--- src/rtl/cpu_pkg.sv ---
// cpu_pkg: shared decode constants and the ID/EX pipeline register layout.
// Contents: DATA_WIDTH default operand width, INST_ADD internal opcode,
// one-hot inst_type codes {U,B,S,I,R} = bits 4..0, RV opcode/funct fields,
// and the packed id_ex_t struct carried from decode to execute.
package cpu_pkg;

   localparam int DATA_WIDTH = 64;

   localparam logic [7:0] INST_ADD  = 8'h11;
   localparam logic [7:0] INST_NONE = 8'h00;

   localparam logic [4:0] TYPE_NONE = 5'b00000;
   localparam logic [4:0] TYPE_R    = 5'b00001;
   localparam logic [4:0] TYPE_I    = 5'b00010;
   localparam logic [4:0] TYPE_S    = 5'b00100;
   localparam logic [4:0] TYPE_B    = 5'b01000;
   localparam logic [4:0] TYPE_U    = 5'b10000;

   localparam logic [6:0] OPC_OP     = 7'b0110011;
   localparam logic [6:0] OPC_OP_IMM = 7'b0010011;
   localparam logic [2:0] F3_ADD     = 3'b000;
   localparam logic [6:0] F7_ADD     = 7'b0000000;

   typedef struct packed {
      logic [4:0]            inst_type;
      logic [7:0]            opcode;
      logic [DATA_WIDTH-1:0] op1;
      logic [DATA_WIDTH-1:0] op2;
      logic [4:0]            rd_addr;
      logic                  rd_we;
      logic                  illegal;
   } id_ex_t;

endpackage

--- src/rtl/id_fwd_mux.sv ---
// id_fwd_mux: hazard match and operand selection for one source register.
// Ports: src_addr/src_en (source register and whether it is read),
// ex_* (instruction held in ID/EX), wb_* (write happening this cycle),
// rf_data (regfile read data), data (selected operand), match (EX or WB hit).
// Build option ID_BYPASS_EN: when defined, data is forwarded EX > WB > regfile;
// otherwise data always comes from the regfile and match is used to stall.
module id_fwd_mux import cpu_pkg::*; #(
   parameter int XLEN = DATA_WIDTH
) (
   input  logic [4:0]      src_addr,
   input  logic            src_en,
   input  logic            ex_valid,
   input  logic            ex_rd_we,
   input  logic [4:0]      ex_rd_addr,
   input  logic [XLEN-1:0] ex_rd_data,
   input  logic            wb_rd_we,
   input  logic [4:0]      wb_rd_addr,
   input  logic [XLEN-1:0] wb_rd_data,
   input  logic [XLEN-1:0] rf_data,
   output logic [XLEN-1:0] data,
   output logic            match
);

   logic ex_match_s;
   logic wb_match_s;

   // x0 is hard-wired zero, so it never matches a producer.
   assign ex_match_s = src_en && (src_addr != 5'd0) && ex_valid && ex_rd_we
                       && (src_addr == ex_rd_addr);
   assign wb_match_s = src_en && (src_addr != 5'd0) && wb_rd_we
                       && (src_addr == wb_rd_addr);
   assign match      = ex_match_s || wb_match_s;

`ifdef ID_BYPASS_EN
   // Operand select: newest producer wins.
   always_comb begin
      if (src_addr == 5'd0) begin
         data = {XLEN{1'b0}};
      end else if (ex_match_s) begin
         data = ex_rd_data;
      end else if (wb_match_s) begin
         data = wb_rd_data;
      end else begin
         data = rf_data;
      end
   end
`else
   logic unused_fwd_s;
   assign unused_fwd_s = ^{ex_rd_data, wb_rd_data};

   // Operand select: regfile only, hazards are resolved by stalling.
   always_comb begin
      if (src_addr == 5'd0) begin
         data = {XLEN{1'b0}};
      end else begin
         data = rf_data;
      end
   end
`endif

endmodule

--- src/rtl/id_stage.sv ---
// id_stage: decode stage. Decodes ADD/ADDI, reads the regfile, resolves RAW
// hazards against EX and WB, and holds the result in a registered ID/EX stage.
// Ports: clk, rst_n (async active-low); inst_valid/inst_ready/inst (fetch);
// flush; rs1/rs2_addr and rs1/rs2_data (regfile); ex_rd_data (EX result);
// wb_rd_we/addr/data (writeback); ex_valid/ex_ready (execute handshake);
// inst_type, inst_opcode, op1, op2, rd_addr, rd_we, ex_illegal (ID/EX fields).
// Build option ID_BYPASS_EN: forwarding instead of stalling on hazards.
module id_stage import cpu_pkg::*; #(
   parameter int XLEN = DATA_WIDTH
) (
   input  logic            clk,
   input  logic            rst_n,
   input  logic            inst_valid,
   output logic            inst_ready,
   input  logic [31:0]     inst,
   input  logic            flush,
   output logic [4:0]      rs1_addr,
   output logic [4:0]      rs2_addr,
   input  logic [XLEN-1:0] rs1_data,
   input  logic [XLEN-1:0] rs2_data,
   input  logic [XLEN-1:0] ex_rd_data,
   input  logic            wb_rd_we,
   input  logic [4:0]      wb_rd_addr,
   input  logic [XLEN-1:0] wb_rd_data,
   output logic            ex_valid,
   input  logic            ex_ready,
   output logic [4:0]      inst_type,
   output logic [7:0]      inst_opcode,
   output logic [XLEN-1:0] op1,
   output logic [XLEN-1:0] op2,
   output logic [4:0]      rd_addr,
   output logic            rd_we,
   output logic            ex_illegal
);

   id_ex_t          id_ex_r;
   id_ex_t          id_ex_s;
   logic            ex_valid_r;
   logic            is_add_s;
   logic            is_addi_s;
   logic            legal_s;
   logic [XLEN-1:0] imm_s;
   logic [XLEN-1:0] rs1_op_s;
   logic [XLEN-1:0] rs2_op_s;
   logic            rs1_match_s;
   logic            rs2_match_s;
   logic            stall_s;
   logic            accept_s;

   assign rs1_addr  = inst[19:15];
   assign rs2_addr  = inst[24:20];

   assign is_add_s  = (inst[6:0] == OPC_OP) && (inst[14:12] == F3_ADD)
                      && (inst[31:25] == F7_ADD);
   assign is_addi_s = (inst[6:0] == OPC_OP_IMM) && (inst[14:12] == F3_ADD);
   assign legal_s   = is_add_s || is_addi_s;
   assign imm_s     = {{(XLEN-12){inst[31]}}, inst[31:20]};

   // rs2 is only a real source for R-type; illegal words read nothing.
   id_fwd_mux #(.XLEN(XLEN)) u_fwd_rs1 (
      .src_addr  (rs1_addr),
      .src_en    (legal_s),
      .ex_valid  (ex_valid_r),
      .ex_rd_we  (id_ex_r.rd_we),
      .ex_rd_addr(id_ex_r.rd_addr),
      .ex_rd_data(ex_rd_data),
      .wb_rd_we  (wb_rd_we),
      .wb_rd_addr(wb_rd_addr),
      .wb_rd_data(wb_rd_data),
      .rf_data   (rs1_data),
      .data      (rs1_op_s),
      .match     (rs1_match_s)
   );

   id_fwd_mux #(.XLEN(XLEN)) u_fwd_rs2 (
      .src_addr  (rs2_addr),
      .src_en    (is_add_s),
      .ex_valid  (ex_valid_r),
      .ex_rd_we  (id_ex_r.rd_we),
      .ex_rd_addr(id_ex_r.rd_addr),
      .ex_rd_data(ex_rd_data),
      .wb_rd_we  (wb_rd_we),
      .wb_rd_addr(wb_rd_addr),
      .wb_rd_data(wb_rd_data),
      .rf_data   (rs2_data),
      .data      (rs2_op_s),
      .match     (rs2_match_s)
   );

`ifdef ID_BYPASS_EN
   assign stall_s = 1'b0;
`else
   assign stall_s = rs1_match_s || rs2_match_s;
`endif

   // rst_n gates ready so fetch never sees a transfer while reset is held.
   assign inst_ready = rst_n && !flush && !stall_s && (!ex_valid_r || ex_ready);
   assign accept_s   = inst_valid && inst_ready;

   // Decode the presented instruction into the next ID/EX contents.
   always_comb begin
      id_ex_s = '0;
      if (is_add_s) begin
         id_ex_s.inst_type = TYPE_R;
         id_ex_s.opcode    = INST_ADD;
         id_ex_s.op1       = DATA_WIDTH'(rs1_op_s);
         id_ex_s.op2       = DATA_WIDTH'(rs2_op_s);
         id_ex_s.rd_addr   = inst[11:7];
         id_ex_s.rd_we     = (inst[11:7] != 5'd0);
         id_ex_s.illegal   = 1'b0;
      end else if (is_addi_s) begin
         id_ex_s.inst_type = TYPE_I;
         id_ex_s.opcode    = INST_ADD;
         id_ex_s.op1       = DATA_WIDTH'(rs1_op_s);
         id_ex_s.op2       = DATA_WIDTH'(imm_s);
         id_ex_s.rd_addr   = inst[11:7];
         id_ex_s.rd_we     = (inst[11:7] != 5'd0);
         id_ex_s.illegal   = 1'b0;
      end else begin
         id_ex_s.inst_type = TYPE_NONE;
         id_ex_s.opcode    = INST_NONE;
         id_ex_s.illegal   = 1'b1;
      end
   end

   // ID/EX register: flush beats load, load beats drain, otherwise hold.
   always_ff @(posedge clk or negedge rst_n) begin
      if (!rst_n) begin
         ex_valid_r <= 1'b0;
         id_ex_r    <= '0;
      end else if (flush) begin
         ex_valid_r <= 1'b0;
         id_ex_r    <= '0;
      end else if (accept_s) begin
         ex_valid_r <= 1'b1;
         id_ex_r    <= id_ex_s;
      end else if (ex_ready) begin
         ex_valid_r <= 1'b0;
      end else begin
         ex_valid_r <= ex_valid_r;
      end
   end

   assign ex_valid    = ex_valid_r;
   assign inst_type   = id_ex_r.inst_type;
   assign inst_opcode = id_ex_r.opcode;
   assign op1         = id_ex_r.op1[XLEN-1:0];
   assign op2         = id_ex_r.op2[XLEN-1:0];
   assign rd_addr     = id_ex_r.rd_addr;
   assign rd_we       = id_ex_r.rd_we;
   assign ex_illegal  = id_ex_r.illegal;

endmodule

--- config.mk ---
export PLATFORM = sky130hd
export DESIGN_NAME = id_stage
export DESIGN_NICKNAME = d
export VERILOG_FILES = /design/src/rtl/cpu_pkg.sv /design/src/rtl/id_fwd_mux.sv /design/src/rtl/id_stage.sv
export SDC_FILE = /design/constraint.sdc
export NUM_CORES = 1
export LEC_CHECK = 0
export ABC_AREA = 0
export BUFFER_PORTS_ARGS = -buffer_cell sky130_fd_sc_hd__buf_2
export CAP_MARGIN = 20
export CORE_AREA = 8 8 172 174
export CTS_CLUSTER_DIAMETER = 50
export CTS_CLUSTER_SIZE = 25
export DETAILED_ROUTE_END_ITERATION = 16
export DIE_AREA = 0 0 180 182
export PLACE_DENSITY_LB_ADDON = 0.15
export SYNTH_ARGS = -nofsm -noshare
export SYNTH_HDL_FRONTEND = slang
export SYNTH_SLANG_ARGS = --single-unit
--- constraint.sdc ---
create_clock -name clk -period 1.84 [get_ports clk]
set_clock_uncertainty 0.2 [all_clocks]
set_input_delay 0.092 -clock clk [delete_from_list [all_inputs] [get_ports clk]]
set_output_delay 0.092 -clock clk [all_outputs]
set_load 0.05 [all_outputs]
# Yosys cells after proc, flatten, opt, wreduce, memory -nomap -nowiden
# Cells that the tools add are included.
# word_totals
mem_bits_rw	0
romBits	0
latch_bits	0
regBits	149
elab_cells	61
memories	0
in_bits	299
# op_classes
muxes	11
mul	0
n_shift	0
add_sub_neg	0
n_bitwise	0
magnitude_cmp	0
n_reduce_logical	36
n_eq_ne	6
div_mod_pow	0
# op_table
op	count
$mux W148	3
$mux W134	1
$mux W64	2
$eq A5 B5 Y1	4
$logic_and A1 B1 Y1	19
$reduce_bool A5 Y1	3
$logic_not A5 Y1	2
$mux W10	1
$eq A7 B5 Y1 const B	1
$eq A7 B6 Y1 const B	1
$logic_not A7 Y1	1
$logic_or A1 B1 Y1	5
$mux W1	4
$logic_not A1 Y1	3
$logic_not A3 Y1	1
$reduce_bool A3 Y1	1
$reduce_bool A2 Y1	1

# Logic depth before layout (Yosys ltp)
# depth
word_depth	16
mapped_depth	8
mapped_depth_nobuf	6

# By module
# A second synthesis with hierarchy kept.
# unflattened
hier_cells	744
area_unflattened_um2	7223.2
# by_module_without_submodules
module	n_inst	area_per_inst_um2	cells_each	seq_area_each_um2
id_stage	1	6074.6	568	3478.3
id_fwd_mux	2	574.3	88	0.0

# Worst setup path after synthesis
# OpenSTA, ideal clock, no wires.
# synth_path
path_kind	flip-flop to flip-flop
from	register id_ex_r (netlist bit rd_addr[4])
to	register id_ex_r (netlist bit inst_opcode[0])
arrival_time_ns	2.016
path_slack_ns	-0.501
path_buffers	1
stages_incl_launch_ff	8
synth_period_minus_slack_ns	2.341
t_required_ns	1.515
setup_time_ns	0.125
path_cell_list	dfrtp_1 -> xor2_1 -> nor4_1 -> nand4_1 -> a21boi_1 -> nand3b_4 -> buf_6 -> mux2_2
# synth_between
elab_chain_len	9
# synth_rtl
element	line	text
start, declared	id_stage.sv:36	id_ex_t id_ex_r;
start signal, assigned	id_stage.sv:136	id_ex_r <= id_ex_s;
$eq A5 B5 Y1	id_fwd_mux.sv:29	&& (src_addr == ex_rd_addr);
$logic_and A1 B1 Y1	id_fwd_mux.sv:29	
$logic_or A1 B1 Y1	id_fwd_mux.sv:32	assign match = ex_match_s || wb_match_s;
$logic_or A1 B1 Y1 (*)	id_stage.sv:93	assign stall_s = rs1_match_s || rs2_match_s;
$logic_not A1 Y1 (*)	id_stage.sv:97	assign inst_ready = rst_n && !flush && !stall_s && (!ex_valid_r || ex_ready);
$logic_and A1 B1 Y1 (*) (2 in a row)	id_stage.sv:97	
$logic_and A1 B1 Y1 (*)	id_stage.sv:98	assign accept_s = inst_valid && inst_ready;
$reduce_bool A2 Y1 (no line) (*)	-	
# Mark *: on every way between the ends. The rest lies on a longest branch, timed or not.
# A chain may end at the register's enable or synchronous reset.

# Worst setup path in the final report
# Ends and elaborated chain as after synthesis.

==> summary.md <==
| Metric | Value |
|---|---|
| Status | `complete, but fails checks` |
| Failing checks | `negative setup slack` |
| WL/cell | `17.2 um` |
| Num Clock Sinks | `about 140` |
| First-pass GRT wire length | `just over 40000 um` |
| Layout cells sized above 1 | `0.370` |
| Period utilization | `1.18` |
| Netlist cell types | `33` |
| DR WL met2 | `between 10000 and 15000 um` |
| Worst reg2reg path depth | `7` |
| Total number of yosys warnings | `0` |
| Root buffer cell | `clkbuf_16` |
| Comb pwr share | `0.132` |
| TritonCTS clock tree | `built` |
| Setup ws final | `-0.334 ns` |
| Post-place setup slack | `-0.697 ns` |
| Clock power share | `0.465` |
| DRC viols | `0` |
| Max Slew Vio Count | `0` |
| Critical Path Sink Type | `flip-flop` |
| Largest net degree at the start of global routing | `141` |
| Core area | `0.0267 mm^2` |
| Final hold violation count | `0` |
| Port bufs | `321` |
| Total power | `7.60 mW` |
| Seq/Total Area, Yosys | `0.480` |
| N_diodes | `0` |
| Crit path time final | `roughly 2.2 ns` |
| Cell Area, Synth | `0.00724 mm^2` |
| Crit Path Max Fanout | `15` |
| Crit path launch type | `flip-flop` |
| Ports | `459` |
| Max Cap Viol | `0` |
| HPWL Detailed | `17900 um` |
| Vias per cell | `4.31` |
| CTS Buffer Depth | `2` |
| Max VDD drop | `0.446 mV` |
| Fin nets | `roughly 1500` |
| CTS buffer count | `17` |
| R2R Path End | `inst_opcode[0]` |
| Pint | `approximately 5.7 mW` |
| Grt ovf | `0` |
| Pwr per Cell Area | `648 mW/mm^2` |
| Max frequency | `0.460 GHz` |
| Hold/Removal Path Class | `in2reg` |
| Met3 wire len | `around 1800 um` |
| RSZ-0062 raised after global routing | `true` |
| Mapped Cells | `675` |
| Cells after DPL | `1333` |
| Metal-1 WL | `12000 um` |
| Avg Cell Area, Syn | `10.7 um^2` |
| Sw frac | `0.251` |
| Final Non-Filler Cells | `roughly 1500` |
| Slew @ Worst Pin | `0.781 ns` |
| Area grow syn2layout | `62.0%` |
| Slew Limit Headroom | `0.480` |
| Seq cells post-synth | `139` |
| Die Wd | `180 um` |
| Clock Pin Slew Worst Setup and Hold Paths | `about 0.070 ns` |
| Final WL | `26100 um` |
| Highest Signal Layer | `met5` |
| R2r setup slk | `-0.33 ns` |
| Required time worst endpoint | `1.94 ns` |
| Remaining antenna violation count after routing | `0` |
| Critical path type | `reg2reg` |
| Overall Global Routing Usage | `0.156` |
| Hold path depth | `5` |
| Initial antenna violation count | `1` |
| DIE HEIGHT | `182 um` |
| Initial Util | `0.272` |
| Gpl congestion | `0.788` |
| Switching power | `~1.9 mW` |
| Vias in the first global route | `7262` |
| Cell row count | `60` |
| Worst Setup SP | `rd_addr[4]` |
| Static Leak | `6.35 nW` |
| Initial DRT Pass Iterations | `4` |
| Flop pwr share | `0.403` |
| WP data arrival | `2.27 ns` |
| Clk Latency, worst-skew pair | `between 0.4 and 0.5 ns` |
| Final setup viols | `140` |
| CTS H-tree lvls | `4` |
| Worst hold start | `inst[5]` |
| Detailed-route via count | `6558` |
| DIE AREA | `around 0.033 mm^2` |
| Initial DRC count | `approximately 260` |
| RR Startpoint | `rd_addr[4]` |
| Hold EP | `ex_illegal` |
==> registers in the layout, indices dropped and copies added (netlist names) <==
name         flops
rd_we            1
op2             64
rd_addr          5
inst_type        2
ex_valid         1
ex_illegal       1
inst_opcode      1
op1             64
==> cell usage in the layout, fill, tap and decap left out, types with 20 or more instances in the layout <==
cell and count:
a21oi_1 54, buf_2 318, buf_4 48, clkbuf_16 20
dfrtp_1 135, dlygate4sd3_1 147, mux2i_1 134, nand2_1 71
nand2b_1 137
==> how the worst max path moves through the flow <==
stage | endpoint | slack [ns]
3_3_place_gp | op1[35] | -0.68
4_1_cts | op1[28] | -0.39
5_1_grt | op2[39] | -0.50
6_report | inst_opcode[0] | -0.33
3_5_place_dp | op1[28] | -0.70
2_1_floorplan | inst_opcode[0] | -0.37
==> routing by layer <==
metal | up-vias | track usage
met4 | 2 | 0.0390
met3 | 18 | 0.0525
met2 | 212 | 0.248
met5 | - | 0
li1 | 3215 | -
met1 | 3111 | 0.200
==> worst max-delay path: stages (launching register included) <==
cell and delay (ns):
dfrtp_2 0.41, xor2_1 0.14, nor4_1 0.26, nand4_1 0.15, a21boi_2 0.17, nand3b_4 0.18, buf_12 0.18, mux2_2 0.35
==> synthesized netlist by cell type <==
cell type    n  share of area
buf_2        3         0.0021
a21oi_1     54          0.037
a21oi_2      1         0.0012
nor4b_1      1         0.0012
mux2_2       2         0.0031
nor4_1       4         0.0035
nand4_1      4         0.0035
nand3b_1     1         0.0010
a22oi_1     11          0.011
nand2b_1   137           0.12
conb_1       1        0.00052
o22ai_1      1        0.00086
xor2_1       8         0.0097
nand2_1     71          0.037
dfrtp_1    139           0.48
or4_1        3         0.0031
nor2b_1      4         0.0035
nand3b_4     1         0.0028
buf_4       22          0.023
or2_2        1        0.00086
clkbuf_1    33          0.017
mux2i_1    136           0.19
nand3_1      2         0.0014
buf_8       11          0.023
buf_6        2         0.0031
and2_1       1        0.00086
a21boi_1     1         0.0010
o21ai_0      2         0.0014
nor3_2       1         0.0014
nor3b_1      1         0.0010
nor2_1       3         0.0016
xnor2_1     12          0.015
a211oi_2     1         0.0017
==> power groups by stage <==
stage / clock [mW] / combinational, mW / sequential [mW]
after global placement: 0 / 0.744 / 3.12
after CTS: 3.65 / 0.988 / 3.06
after floorplan: 0 / 0.355 / 3.13
after global routing: 3.77 / 1.08 / 3.06
after detailed placement: 0 / 0.735 / 3.12
final: 3.53 / 1.00 / 3.06
==> final cells by class <==
cell class / instances / area, um^2
clock buffers: 19 / 453
clock inverters: 12 / 136
fillers: 2580 / 14900
multi-input cells: 473 / 3330
flip-flops and latches: 139 / 3480
well taps: 341 / 427
repair buffers: 536 / 3890
==> cells by family after synthesis <==
group,Yosys count,share of synthesized area
xor gates and xnor gates,20,0.0242
AOI/OAI and AO/OA,71,0.0550
other,1,0.000518
muxes,138,0.191
buffers and inverters,71,0.0679
and+or+nand+nor,235,0.181
DFF,139,0.480
==> repair_timing <==
action,in CTS,in global routing
pin swaps,1,2
hold buffers,147,0
setup buffers,1,5
gates resized for setup,7,5
setup endpoints to repair,140,140
gates cloned,0,3
endpoints found under the hold margin,276,0
==> through the flow <==
stage	TNS [ns]	hold WS (ns)	instance area [um^2]	util
3_3_place_gp	-90.37	0.135	9490	0.356
2_1_floorplan	-46.23	-0.404	7280	-
6_report	-39.41	0.0690	11700	0.440
5_1_grt	-62.93	0.112	11700	0.440
4_1_cts	-45.56	0.0598	11600	0.435
3_5_place_dp	-88.57	0.134	9490	0.356
Power figures use the tool's default switching activity.
